--- src/rtl/if_stage_pkg.sv ---
// Shared fetch-stage macros, types and helpers.
`ifndef IF_STAGE_DEFINES_SVH
`define IF_STAGE_DEFINES_SVH
`define RstEnable   1'b1
`define ZeroWord    32'h0000_0000
`define InstAddrBus 31:0
`define InstBus     31:0
`define IfStFetch   1'b0
`define IfStDrop    1'b1
`define PcStep      32'd4
`endif

package if_stage_pkg;

    localparam int unsigned ADDR_W   = 32;
    localparam int unsigned INST_W   = 32;
    // Wide enough for a count of 0..4 entries.
    localparam int unsigned FQ_CNT_W = 3;

    typedef enum logic {
        ST_FETCH = `IfStFetch,
        ST_DROP  = `IfStDrop
    } if_state_e;

    typedef struct packed {
        logic [`InstAddrBus] pc;
        logic [`InstBus]     inst;
    } fq_entry_t;

    // Instructions are word aligned; the low two address bits are discarded.
    function automatic logic [ADDR_W-1:0] align_word(input logic [ADDR_W-1:0] addr);
        return addr & ~ADDR_W'(3);
    endfunction

endpackage

--- src/rtl/if_stage_fetch_queue.sv ---
// Small in-order FIFO of fetched {pc, inst} pairs; head is always entry 0.
module if_stage_fetch_queue
    import if_stage_pkg::*;
#(
    parameter int unsigned DEPTH = 2
) (
    input  logic                clk,
    input  logic                rst,
    input  logic                push,
    input  logic                pop,
    input  logic                flush_keep_head,
    input  fq_entry_t           push_data,
    output logic [FQ_CNT_W-1:0] count,
    output logic                head_valid,
    output fq_entry_t           head
);

    localparam int unsigned IW = (DEPTH > 1) ? $clog2(DEPTH) : 1;

    fq_entry_t           mem [DEPTH];
    logic [FQ_CNT_W-1:0] cnt_q;
    logic                has_room;

    assign has_room   = (cnt_q < FQ_CNT_W'(DEPTH));
    assign count      = cnt_q;
    assign head_valid = (cnt_q != '0);
    assign head       = mem[0];

    // Occupancy: flush keeps at most the head (and only if it is not popped).
    always_ff @(posedge clk) begin
        if (rst == `RstEnable) begin
            cnt_q <= '0;
        end else if (flush_keep_head) begin
            cnt_q <= ((cnt_q != '0) && !pop) ? FQ_CNT_W'(1) : '0;
        end else if (pop && !push) begin
            cnt_q <= cnt_q - FQ_CNT_W'(1);
        end else if (push && !pop && has_room) begin
            cnt_q <= cnt_q + FQ_CNT_W'(1);
        end
    end

    // Storage: pop shifts toward the head; push lands just behind the last live entry.
    always_ff @(posedge clk) begin
        if (!flush_keep_head) begin
            if (pop) begin
                for (int i = 0; i < int'(DEPTH) - 1; i++) begin
                    mem[i] <= mem[i+1];
                end
            end
            if (push && pop) begin
                mem[IW'(cnt_q - FQ_CNT_W'(1))] <= push_data;
            end else if (push && has_room) begin
                mem[IW'(cnt_q)] <= push_data;
            end
        end
    end

endmodule

--- src/rtl/if_stage.sv ---
// Instruction fetch stage: PC, ROM handshake, fetch queue and redirect handling.
module if_stage
    import if_stage_pkg::*;
#(
    parameter logic [`InstAddrBus] RESET_PC = 32'h0000_0000,
    parameter int unsigned         FQ_DEPTH = 2
) (
    input  logic                clk,
    input  logic                rst,
    input  logic                stall,
    input  logic                branch_flag,
    input  logic [`InstAddrBus] branch_target_addr,
    output logic                rom_req,
    output logic [`InstAddrBus] rom_addr,
    input  logic                rom_ack,
    input  logic [`InstBus]     rom_data,
    output logic [`InstAddrBus] if_pc,
    output logic [`InstBus]     if_inst,
    output logic                if_valid
);

    if_state_e           state_q;
    logic [`InstAddrBus] pc_q;
    logic [`InstAddrBus] drop_addr_q;
    logic                outstanding_q;

    logic [FQ_CNT_W-1:0] fq_count;
    logic                fq_head_valid;
    fq_entry_t           fq_head;
    fq_entry_t           fq_push_data;

    logic accept;
    logic consume;
    logic redirect;
    logic in_flight;
    logic fq_push;

    // Request and head outputs; all forced quiet while reset is held.
    always_comb begin
        rom_req  = 1'b0;
        rom_addr = `ZeroWord;
        if_valid = 1'b0;
        if_pc    = `ZeroWord;
        if_inst  = `ZeroWord;
        if (rst != `RstEnable) begin
            if (state_q == ST_DROP) begin
                rom_req  = 1'b1;
                rom_addr = drop_addr_q;
            end else begin
                rom_req  = outstanding_q | (fq_count < FQ_CNT_W'(FQ_DEPTH));
                rom_addr = pc_q;
            end
            if_valid = fq_head_valid;
            if (fq_head_valid) begin
                if_pc   = fq_head.pc;
                if_inst = fq_head.inst;
            end
        end
    end

    // Handshake and queue control strobes.
    always_comb begin
        consume   = if_valid & ~stall;
        redirect  = (rst != `RstEnable) & branch_flag & ~stall;
        accept    = (state_q == ST_FETCH) & rom_req & rom_ack;
        // A request acked this cycle has completed, so only an unacked one is in flight.
        in_flight = rom_req & ~rom_ack;
        fq_push   = accept & ~redirect;
        fq_push_data.pc   = pc_q;
        fq_push_data.inst = rom_data;
    end

    // PC, outstanding flag and FETCH/DROP state.
    always_ff @(posedge clk) begin
        if (rst == `RstEnable) begin
            pc_q          <= RESET_PC;
            state_q       <= ST_FETCH;
            outstanding_q <= 1'b0;
            drop_addr_q   <= `ZeroWord;
        end else begin
            outstanding_q <= in_flight;

            if (redirect) begin
                pc_q <= align_word(branch_target_addr);
            end else if (accept) begin
                pc_q <= pc_q + `PcStep;
            end

            case (state_q)
                ST_FETCH: begin
                    if (redirect && in_flight) begin
                        state_q     <= ST_DROP;
                        drop_addr_q <= rom_addr;
                    end
                end
                ST_DROP: begin
                    if (rom_ack) begin
                        state_q <= ST_FETCH;
                    end
                end
                default: state_q <= ST_FETCH;
            endcase
        end
    end

    // Delay-slot head is popped normally; everything behind it is flushed on redirect.
    if_stage_fetch_queue #(
        .DEPTH (FQ_DEPTH)
    ) u_fetch_queue (
        .clk             (clk),
        .rst             (rst),
        .push            (fq_push),
        .pop             (consume),
        .flush_keep_head (redirect),
        .push_data       (fq_push_data),
        .count           (fq_count),
        .head_valid      (fq_head_valid),
        .head            (fq_head)
    );

endmodule

--- config.mk ---
export PLATFORM = sky130hd
export DESIGN_NAME = if_stage
export DESIGN_NICKNAME = d
export VERILOG_FILES = /design/src/rtl/if_stage_pkg.sv /design/src/rtl/if_stage_fetch_queue.sv /design/src/rtl/if_stage.sv
export SDC_FILE = /design/constraint.sdc
export NUM_CORES = 1
export LEC_CHECK = 0
export ABC_CLOCK_PERIOD_IN_PS = 3200
export CORE_MARGIN = 1.5
export CORE_UTILIZATION = 48
export CTS_CLUSTER_SIZE = 16
export DETAILED_ROUTE_END_ITERATION = 8
export GPL_ROUTABILITY_DRIVEN = 0
export PLACE_DENSITY = 0.8
export REMOVE_ABC_BUFFERS = 1
export SLEW_MARGIN = 20
export SYNTH_ARGS = -nofsm -noshare
export SYNTH_HDL_FRONTEND = slang
export SYNTH_SLANG_ARGS = --single-unit
--- constraint.sdc ---
create_clock -name clk -period 3.2 [get_ports clk]
set_input_delay 0.48 -clock clk [delete_from_list [all_inputs] [get_ports clk]]
set_output_delay 0.48 -clock clk [all_outputs]
set_load 0.05 [all_outputs]
### Word level (Yosys, flattened, before mapping)

Memory sizes are Yosys's and may differ from the RTL's.
Index checks and enable logic that the tools add are counted.

| cells by class | value |
|---|---|
| $add $sub $neg | 3 |
| magnitude comparators | 1 |
| multiplexer cells | 31 |
| bitwise operators | 13 |
| reductions and logical operators | 15 |

Operator list:

| kind | count |
|---|---|
| 32-bit two-way mux | 8 |
| 64-bit two-way mux | 1 |
| 64-bit OR reduction | 1 |
| 32-bit by 3-bit adder with 32-bit output (second input constant) | 1 |
| 1-bit two-way mux | 18 |
| 3-bit two-way mux | 3 |
| 1-bit bitwise AND | 7 |
| 1-bit logical AND | 7 |
| 3-bit nonzero test | 2 |
| 1-bit NOT | 5 |
| 3-bit by 1-bit adder with 3-bit output (second input constant) | 1 |
| 3-bit by 2-bit less-than comparator with 1-bit output (second input constant) | 1 |
| 3-bit by 1-bit subtractor with 3-bit output (second input constant) | 1 |
| 1-bit zero test | 2 |
| 1-bit one-hot mux with 2 select lines | 1 |
| 2-bit AND reduction | 1 |
| 2-bit nonzero test | 1 |
| 2-bit OR reduction | 1 |
| 1-bit bitwise OR | 1 |

| word-level totals | value |
|---|---|
| bits in registers | 69 |
| RAM bits | 128 |
| output and inout bits | 98 |
| memories | 1 |

Memory list:

| memory | words | width | rd ports | clocked after Yosys merged registers in | wr ports | line | text |
|---|---|---|---|---|---|---|---|
| u_fetch_queue.mem | 2 | 64 | 2 | 0 | 2 | if_stage_fetch_queue.sv:20 | `fq_entry_t mem [DEPTH];` |

### Depth between registers and ports, before layout

Gate-level depths: netlist (run 1).

| logic depth | value |
|---|---|
| word-level depth | 14 |
| depth in mapped cells | 9 |

### Modules after synthesis

Synthesis (run 1) repeated with hierarchy kept, for this count alone.

| unflattened totals | value |
|---|---|
| cells, all modules | 815 |
| area total of the unflattened synthesis | 10123.5 µm² |

By module, submodules not included:

| module | instances | cells each | area an instance (µm²) | sequential area each (µm²) |
|---|---|---|---|---|
| if_stage_fetch_queue | 1 | 308 | 6078.3 | 3903.7 |
| if_stage | 1 | 507 | 4045.1 | 1281.2 |

### Least setup slack after synthesis (run 1)

Ideal clock, no wire load.

| timing | value |
|---|---|
| kind | in2reg |
| start point | input port rst |
| end point | memory u_fetch_queue.mem[1][0] in the netlist's numbering (enable) |
| setup time | 0.447 ns |
| data arrival time | 3.068 ns |
| required time | 2.753 ns |
| path slack | -0.315 ns |
| cell stages on the path | 5 |
| cells stage by stage | buf_2 nor3b_2 nand2_1 a21oi_1 clkbuf_1 |

RTL lines:

| element | line | text |
|---|---|---|
| from (decl) | if_stage.sv:9 | `input logic rst,` |
| to (decl) | if_stage_fetch_queue.sv:20 |  |

### Worst setup path after layout (run 1)

| timing | value |
|---|---|
| start point | register u_fetch_queue.cnt_q[1] (netlist: u_fetch_queue.count[1]) |
| end point | output port if_pc[3] |

| on the way | value |
|---|---|
| cells in the longest elaborated chain, start to end | 3 |

RTL lines:

| element | line | text |
|---|---|---|
| from (decl) | if_stage_fetch_queue.sv:21 | `logic [FQ_CNT_W-1:0] cnt_q;` |
| from (signal assigned) | if_stage_fetch_queue.sv:34 | `cnt_q <= ((cnt_q != '0) && !pop) ? FQ_CNT_W'(1) : '0;` |
| from (signal assigned) | if_stage_fetch_queue.sv:36 | `cnt_q <= cnt_q - FQ_CNT_W'(1);` |
| from (signal assigned) | if_stage_fetch_queue.sv:38 | `cnt_q <= cnt_q + FQ_CNT_W'(1);` |
| 3-bit nonzero test | if_stage_fetch_queue.sv:26 | `assign head_valid = (cnt_q != '0);` |
| 32-bit two-way mux | if_stage.sv:54 | `if (fq_head_valid) begin` |
| 32-bit two-way mux | if_stage.sv:45 | `` if (rst != `RstEnable) begin `` |
| to (decl) | if_stage.sv:17 | `` output logic [`InstAddrBus] if_pc, `` |

Every way passes these cells.

==> results by group, run 1 <==
Clock tree
  • Reg clk slew, reported paths: 0.07 ns
  • CTS sink count: 195
  • PostCTS Resize Cnt: 0
  • Num CTS Buffers: 17
  • Postcts setup bufs: 0
  • Hold-fix buffers, CTS: 0
  • Maximum level of the CTS H-tree: 4
  • CTS tree: yes
  • Clk Latency, worst-skew pair: 0.44 ns
  • Longest Clk Path Bufs: 2
  • Root Driver: clkbuf_16

Worst hold path
  • Hold WC Path Type: register to register
  • Hold Startpoint: drop_addr_q[31]$_SDFFE_PP0P_

Timing
  • Setup Skew: 0.0193 ns
  • Rel. slew slack: a little under half
  • Minimum clock period: approximately 3.0 ns
  • Max Freq: 338 MHz
  • Final setup vio count: 0
  • Fin. Hold Viols: 0
  • Setup tns final: 0 ns
  • Fin crit share: 92.5%
  • RSZ-0062 raised after global routing: no
  • Least-Margin Pin Slew: approximately 0.8 ns
  • Final-report max-slew violation count: 0

Critical path
  • Setup CP Type: register to primary output
  • WP data arrival: 2.48 ns
  • Worst Setup End Kind: primary output
  • Worst-path maximum fanout: 38
  • CP Launch Type: register
  • Crit. Startpoint: u_fetch_queue.count[1]$_SDFFE_PP0P_
  • FF-to-FF Start: u_fetch_queue.count[1]$_SDFFE_PP0P_
  • Req. time, crit path: 2.72 ns

Flow run
  • Max-cap violation count: 0

Floorplanning
  • Io pins: 167
  • Starting Density: ~49%
  • Die ar.: ~20000 sq um
  • Rows: 50
  • Die height: approximately 140 um
  • Die width: between 100 and 150 um
  • Core region area: 18800 sq um

Place
  • DP Wirelength: 14800 um
  • Post-place instance area: 11600 sq um
  • Port-buffer cells: between 150 and 200

Global routing
  • Initial antenna violation count: 0
  • Vias in the first global route: between 7000 and 8000
  • Largest net degree at the start of global routing: around 110
  • GRT overflow: 0
  • GR Util All Layers: 23.6%
  • First-pass GRT wire length: 37100 um

Logic synthesis
  • Post-synth top area share: 40.3%
  • Post-synthesis xor/xnor area fraction: 2.47%
  • Post-synthesis mux area share: 3.25%
  • Asr flop ratio synth: 0%
  • Number of synthesized flops with an enable pin: around 120
  • Mean Syn Cell Area: approximately 9.6 sq um
  • Simple-gate share of the synthesized area: 24.2%
  • Most frequent cell after synthesis: nand2_1
  • Area leader, netlist: edfxtp_1
  • Post-synthesis adder-cell area fraction: 0.542%
  • Yosys cell types: between 50 and 60
  • #FFs+latches synth: 195
  • Ys flop type: edfxtp_1
  • Compound-Gate Fraction of Synth Area: approximately 10%
  • Largest family of logic cells by synthesized area: simple AND/OR/NAND/NOR gates
  • Synth area leaders: edfxtp_1 40%, dfxtp_1 15%, nand2_1 8.1%
  • Post-synthesis sequential area ratio: 55.7%
  • Post-synth top cells: 200 x nand2_1, 124 x edfxtp_1, 118 x a21oi_1
  • Synthesized area: 9240 sq um
  • Warnings from Yosys: 0
  • Post-Syn Instances: 960

Drt
  • Vias: 7492
  • DRC: 0
  • Wire per inst: 17.6 um
  • Post-route ant nets: 0
  • Initial DRC Count: 528
  • Avg Vias per Cell: 5.60
  • DR pass1 iterations: 7
  • Total routed wirelength: 23600 um

Layout
  • Final instance area: 12200 sq um
  • Area delta synth->final: 32.5%
  • Fraction of layout cells with a size suffix above 1: 12.9%
  • NumNets Final: 1164
  • # diodes: 0

Power
  • Power Density: between 400 and 500 nW/um^2
  • Pleak: between 4 and 5 nW
  • Worst vdd ir: 388 uV

Status
  • Status: finished, final reports clean
layer usage:
metal	track usage [%]	up-vias	wire, um
met4	8.68	0	446
met5	0	-	0
met3	3.81	33	1390
met1	30.7	3591	10100
li1	-	3606	-
met2	39.8	262	11600
report_power, final:
group,leakage (nW),switching (W),internal [W]
clock,0.299,0.000944,0.00125
combinational,2.37,0.000629,0.000383
sequential,1.87,0.0000711,0.00276
total,4.54,0.00164,0.00440
path summary, 6_finish.rpt:
path	endpoint	slack, ns	cells past startpoint
max reg2reg	u_fetch_queue.mem[1][31]$_DFFE_PP_	0.46	7
max	if_pc[3]	0.24	6
min	drop_addr_q[31]$_SDFFE_PP0P_	0.45	2
min reg2reg	drop_addr_q[31]$_SDFFE_PP0P_	0.45	2
placed cells by master (no fill, tap or decap), types with 4 or more instances in the layout:
| master | netlist | layout |
|---|---|---|
| nand2_1 | 200 | 200 |
| edfxtp_1 | 124 | 124 |
| a21oi_1 | 118 | 117 |
| clkdlybuf4s50_1 | 0 | 96 |
| and3_1 | 78 | 78 |
| dfxtp_1 | 71 | 70 |
| and2_1 | 65 | 65 |
| buf_12 | 0 | 57 |
| nor2_1 | 49 | 49 |
| buf_4 | 0 | 34 |
| mux2i_1 | 30 | 30 |
| o21ai_0 | 24 | 23 |
| clkbuf_16 | 0 | 19 |
| xnor2_1 | 16 | 16 |
| nand3_1 | 13 | 13 |
| xor2_1 | 10 | 10 |
| nand4_1 | 9 | 9 |
| nor3_1 | 9 | 9 |
| inv_1 | 10 | 8 |
| clkinv_4 | 0 | 6 |
| nor2b_1 | 5 | 5 |
| a211oi_1 | 4 | 4 |
| ha_1 | 4 | 4 |
cell type report:
type	count	area (sq um)
sequential	195	5150
tap	234	293
clock buffer	22	487
timing repair buffer	188	2360
multi-input combinational	679	3790
fill	1419	6530
inverter	10	37.5
clock inverter	10	124
state kept, by name (all words and copies together), names as in the netlist:
register,count
state_q,1
drop_addr_q,32
u_fetch_queue.count,3
outstanding_q,1
u_fetch_queue.mem,128
pc_q,30
cell families after synthesis:
group | Yosys count
AND/OR/NAND/NOR | 451
AO/OA/AOI/OAI | 168
XOR/XNOR | 26
adder cells (fa/ha/maj) | 4
buffers and inverters | 86
flip-flops | 195
multiplexers | 30
per-stage QoR:
step           util [%]  setup slack [ns]  hold WS (ns)  std cells  total power (W)
2_1_floorplan         -             -5.05         0.430        884          0.00340
3_3_place_gp       62.0             0.387         0.441       1306          0.00388
3_5_place_dp       62.0             0.280         0.448       1306          0.00390
4_1_cts            65.2             0.249         0.458       1338          0.00607
5_1_grt            65.2            0.0916         0.471       1338          0.00624
6_report           65.2             0.240         0.453       1338          0.00604
worst max-delay path: stages, from the launching register on:
cell	delay [ns]
dfxtp_1	0.50
inv_1	0.11
ha_1	0.24
nand2b_2	0.35
buf_4	0.40
and3_1	0.27
buf_12	0.15
No activity file was read; power rests on OpenSTA's default activity.
==> run 2: changes to the inputs <==
ABC_CLOCK_PERIOD_IN_PS = 3700   (was 3200)
CORE_UTILIZATION = 50   (was 48)
clock period = 3.7 ns   (was 3.2 ns; I/O delays follow)
==> run 2 against run 1 <==
Against the previous run: sequential cell count did not move; first-iteration DRC count is 5.1% lower; clock skew is 0.010 ns lower; register-to-register slack improved by 0.33 ns; wire length shrank 1.8%; hold slack better by 0.00091 ns; setup slack lost 0.011 ns; global-route usage is 0.58 points higher; critical endpoint is now if_inst[15]; highest routed layer unchanged.
==> results by group, run 2 (synthesis gave the netlist of run 1 again) <==
Critical path
  • Worst-path maximum fanout: 56 (+47%)
  • WP data arrival: 2.92 ns (+0.44 ns)
  • Setup CP Type: register to primary output
  • Req. time, crit path: 3.14 ns (+0.42 ns)
  • Slack of the worst reg-to-reg path: 0.79 ns (+0.33 ns)
  • Worst Setup End Kind: primary output
  • FF-to-FF path depth: 7 (unchanged)
  • CP Launch Type: register

Flow run
  • Max-cap violation count: 0 (unchanged)

Drt
  • Total routed wirelength: 23200 um (-1.8%)
  • Vias: 7492 (unchanged)
  • DRC: 0 (unchanged)
  • Wire per inst: 17.3 um (-1.8%)
  • Post-route ant nets: 0 (unchanged)
  • Avg Vias per Cell: 5.60 (unchanged)
  • DR pass1 iterations: 5 (-2)
  • Initial DRC Count: 501 (-5.1%)

Layout
  • Commonest non-fill, non-tap cell in the layout: nand2_1
  • Most frequent cells in the layout: 200 x nand2_1, 146 x clkdlybuf4s50_1, 124 x edfxtp_1
  • # diodes: 0 (unchanged)
  • Top Registers: u_fetch_queue.mem: 128 flops, drop_addr_q: 32 flops, pc_q: 30 flops
  • Largest register FFs: 128 (unchanged)
  • Largest Register: u_fetch_queue.mem
  • Area delta synth->final: 26.9%
  • NumNets Final: 1169 (+0.43%)
  • Fraction of layout cells with a size suffix above 1: 8.75% (-4.1 points)

Timing
  • Setup Skew: 0.00929 ns (-0.0100 ns)
  • Final-report max-slew violation count: 0 (unchanged)
  • Fin. Hold Viols: 0 (unchanged)
  • Final setup vio count: 0 (unchanged)
  • Minimum clock period: between 3 and 4 ns
  • Max Freq: 288 MHz
  • Least-Margin Pin Slew: 0.868 ns (+0.0704 ns)
  • Setup tns final: 0 ns (unchanged)
  • Fin crit share: 93.8%
  • RSZ-0062 raised after global routing: no
  • Rel. slew slack: 42.1% (-3.3 points)

Clock tree
  • Longest Clk Path Bufs: 2 (unchanged)
  • CTS tree: yes
  • Reg clk slew, reported paths: 0.07 ns (about the same)
  • Postcts setup bufs: 0 (unchanged)
  • PostCTS Resize Cnt: 0 (unchanged)
  • Num CTS Buffers: 17 (unchanged)
  • Clk Latency, worst-skew pair: 0.43 ns (about the same)
  • CTS sink count: 195 (unchanged)
  • Hold-fix buffers, CTS: 0 (unchanged)
  • Root Driver: clkbuf_16
  • Maximum level of the CTS H-tree: 4 (unchanged)

Power
  • Pleak: 4.30 nW (-5.3%)
  • Tot Pwr: 0.00515 W (-15%)
  • Worst vdd ir: 361 uV (-7.1%)
  • Power Density: 439 nW/um^2 (-11%)

Place
  • Port-buffer cells: 164 (unchanged)
  • DP Wirelength: 15100 um (+1.7%)

Floorplanning
  • Die width: 139 um (-2.0%)
  • Rows: 49 (-2.0%)
  • Die ar.: 19300 sq um (-3.9%)
  • Core region area: 18000 sq um (-4.0%)
  • Die height: 139 um (-2.0%)
  • Io pins: 167 (unchanged)
  • Starting Density: 51.2% (+2.0 points)

Worst hold path
  • WHS Path Cells: 2 (unchanged)
  • Hold WC Path Type: register to register

Global routing
  • Initial antenna violation count: 0 (unchanged)
  • GR Util All Layers: 24.2% (+0.58 points)
  • First-pass GRT wire length: 36900 um (-0.52%)
  • Vias in the first global route: 7125 (-1.9%)
  • GRT overflow: 0 (unchanged)
  • Largest net degree at the start of global routing: 65 (-43%)

Status
  • Status: finished, final reports clean
run 2: cell count changes in the layout (fill, tap and decap cells not counted), sizes merged:
cell / previous run / this run
clkbuf: 22 / 23
inv: 11 / 13
clkdlybuf4s50: 96 / 146
clkinv: 7 / 2
clkinvlp: 0 / 2
buf: 92 / 47
run 2: where the power goes:
part           leakage [nW]  total (W)  switching [W]  internal (W)
combinational          2.13   0.000794       0.000522      0.000272
sequential             1.87    0.00245      0.0000632       0.00239
clock                 0.295    0.00190       0.000802       0.00110
total                  4.30    0.00515        0.00139       0.00376
run 2: cell type report:
type	count	area [sq um]
Tap cell	229	287
Inverter	10	37.5
Sequential cell	195	5150
Clock buffer	23	500
Multi-Input combinational cell	679	3790
Fill cell	1510	6300
Clock inverter	9	116
Timing Repair Buffer	193	1850
run 2: metrics by stage:
step	cells	area, sq um	hold slack (ns)	utilization [%]	worst slack [ns]
5_1_grt	1338	11700	0.469	65.0	0.0821
3_5_place_dp	1306	11100	0.446	61.6	0.481
3_3_place_gp	1306	11100	0.441	61.6	0.535
4_1_cts	1338	11700	0.456	65.0	0.215
2_1_floorplan	884	8930	0.430	-	-4.55
6_report	1338	11700	0.454	65.0	0.229
run 2: final timing paths:
path | from | to
hold reg to reg | drop_addr_q[4]$_SDFFE_PP0P_ | drop_addr_q[4]$_SDFFE_PP0P_
hold / removal | drop_addr_q[4]$_SDFFE_PP0P_ | drop_addr_q[4]$_SDFFE_PP0P_
setup / recovery | u_fetch_queue.count[1]$_SDFFE_PP0P_ | if_inst[15]
setup reg to reg | u_fetch_queue.count[1]$_SDFFE_PP0P_ | u_fetch_queue.mem[1][31]$_DFFE_PP_
run 2: critical path, stage by stage (launching register included):
cell             delay (ns)
dfxtp_1                0.50
inv_1                  0.11
ha_1                   0.23
nand2b_2               0.11
buf_4                  0.46
and3_1                 0.25
clkdlybuf4s50_1        0.81
run 2: routing by layer:
metal	track usage (%)	vias up	wire, um
met5	0	-	0
met4	9.05	0	621
met3	4.83	43	1550
met2	39.8	298	11300
met1	31.7	3539	9650
li1	-	3612	-
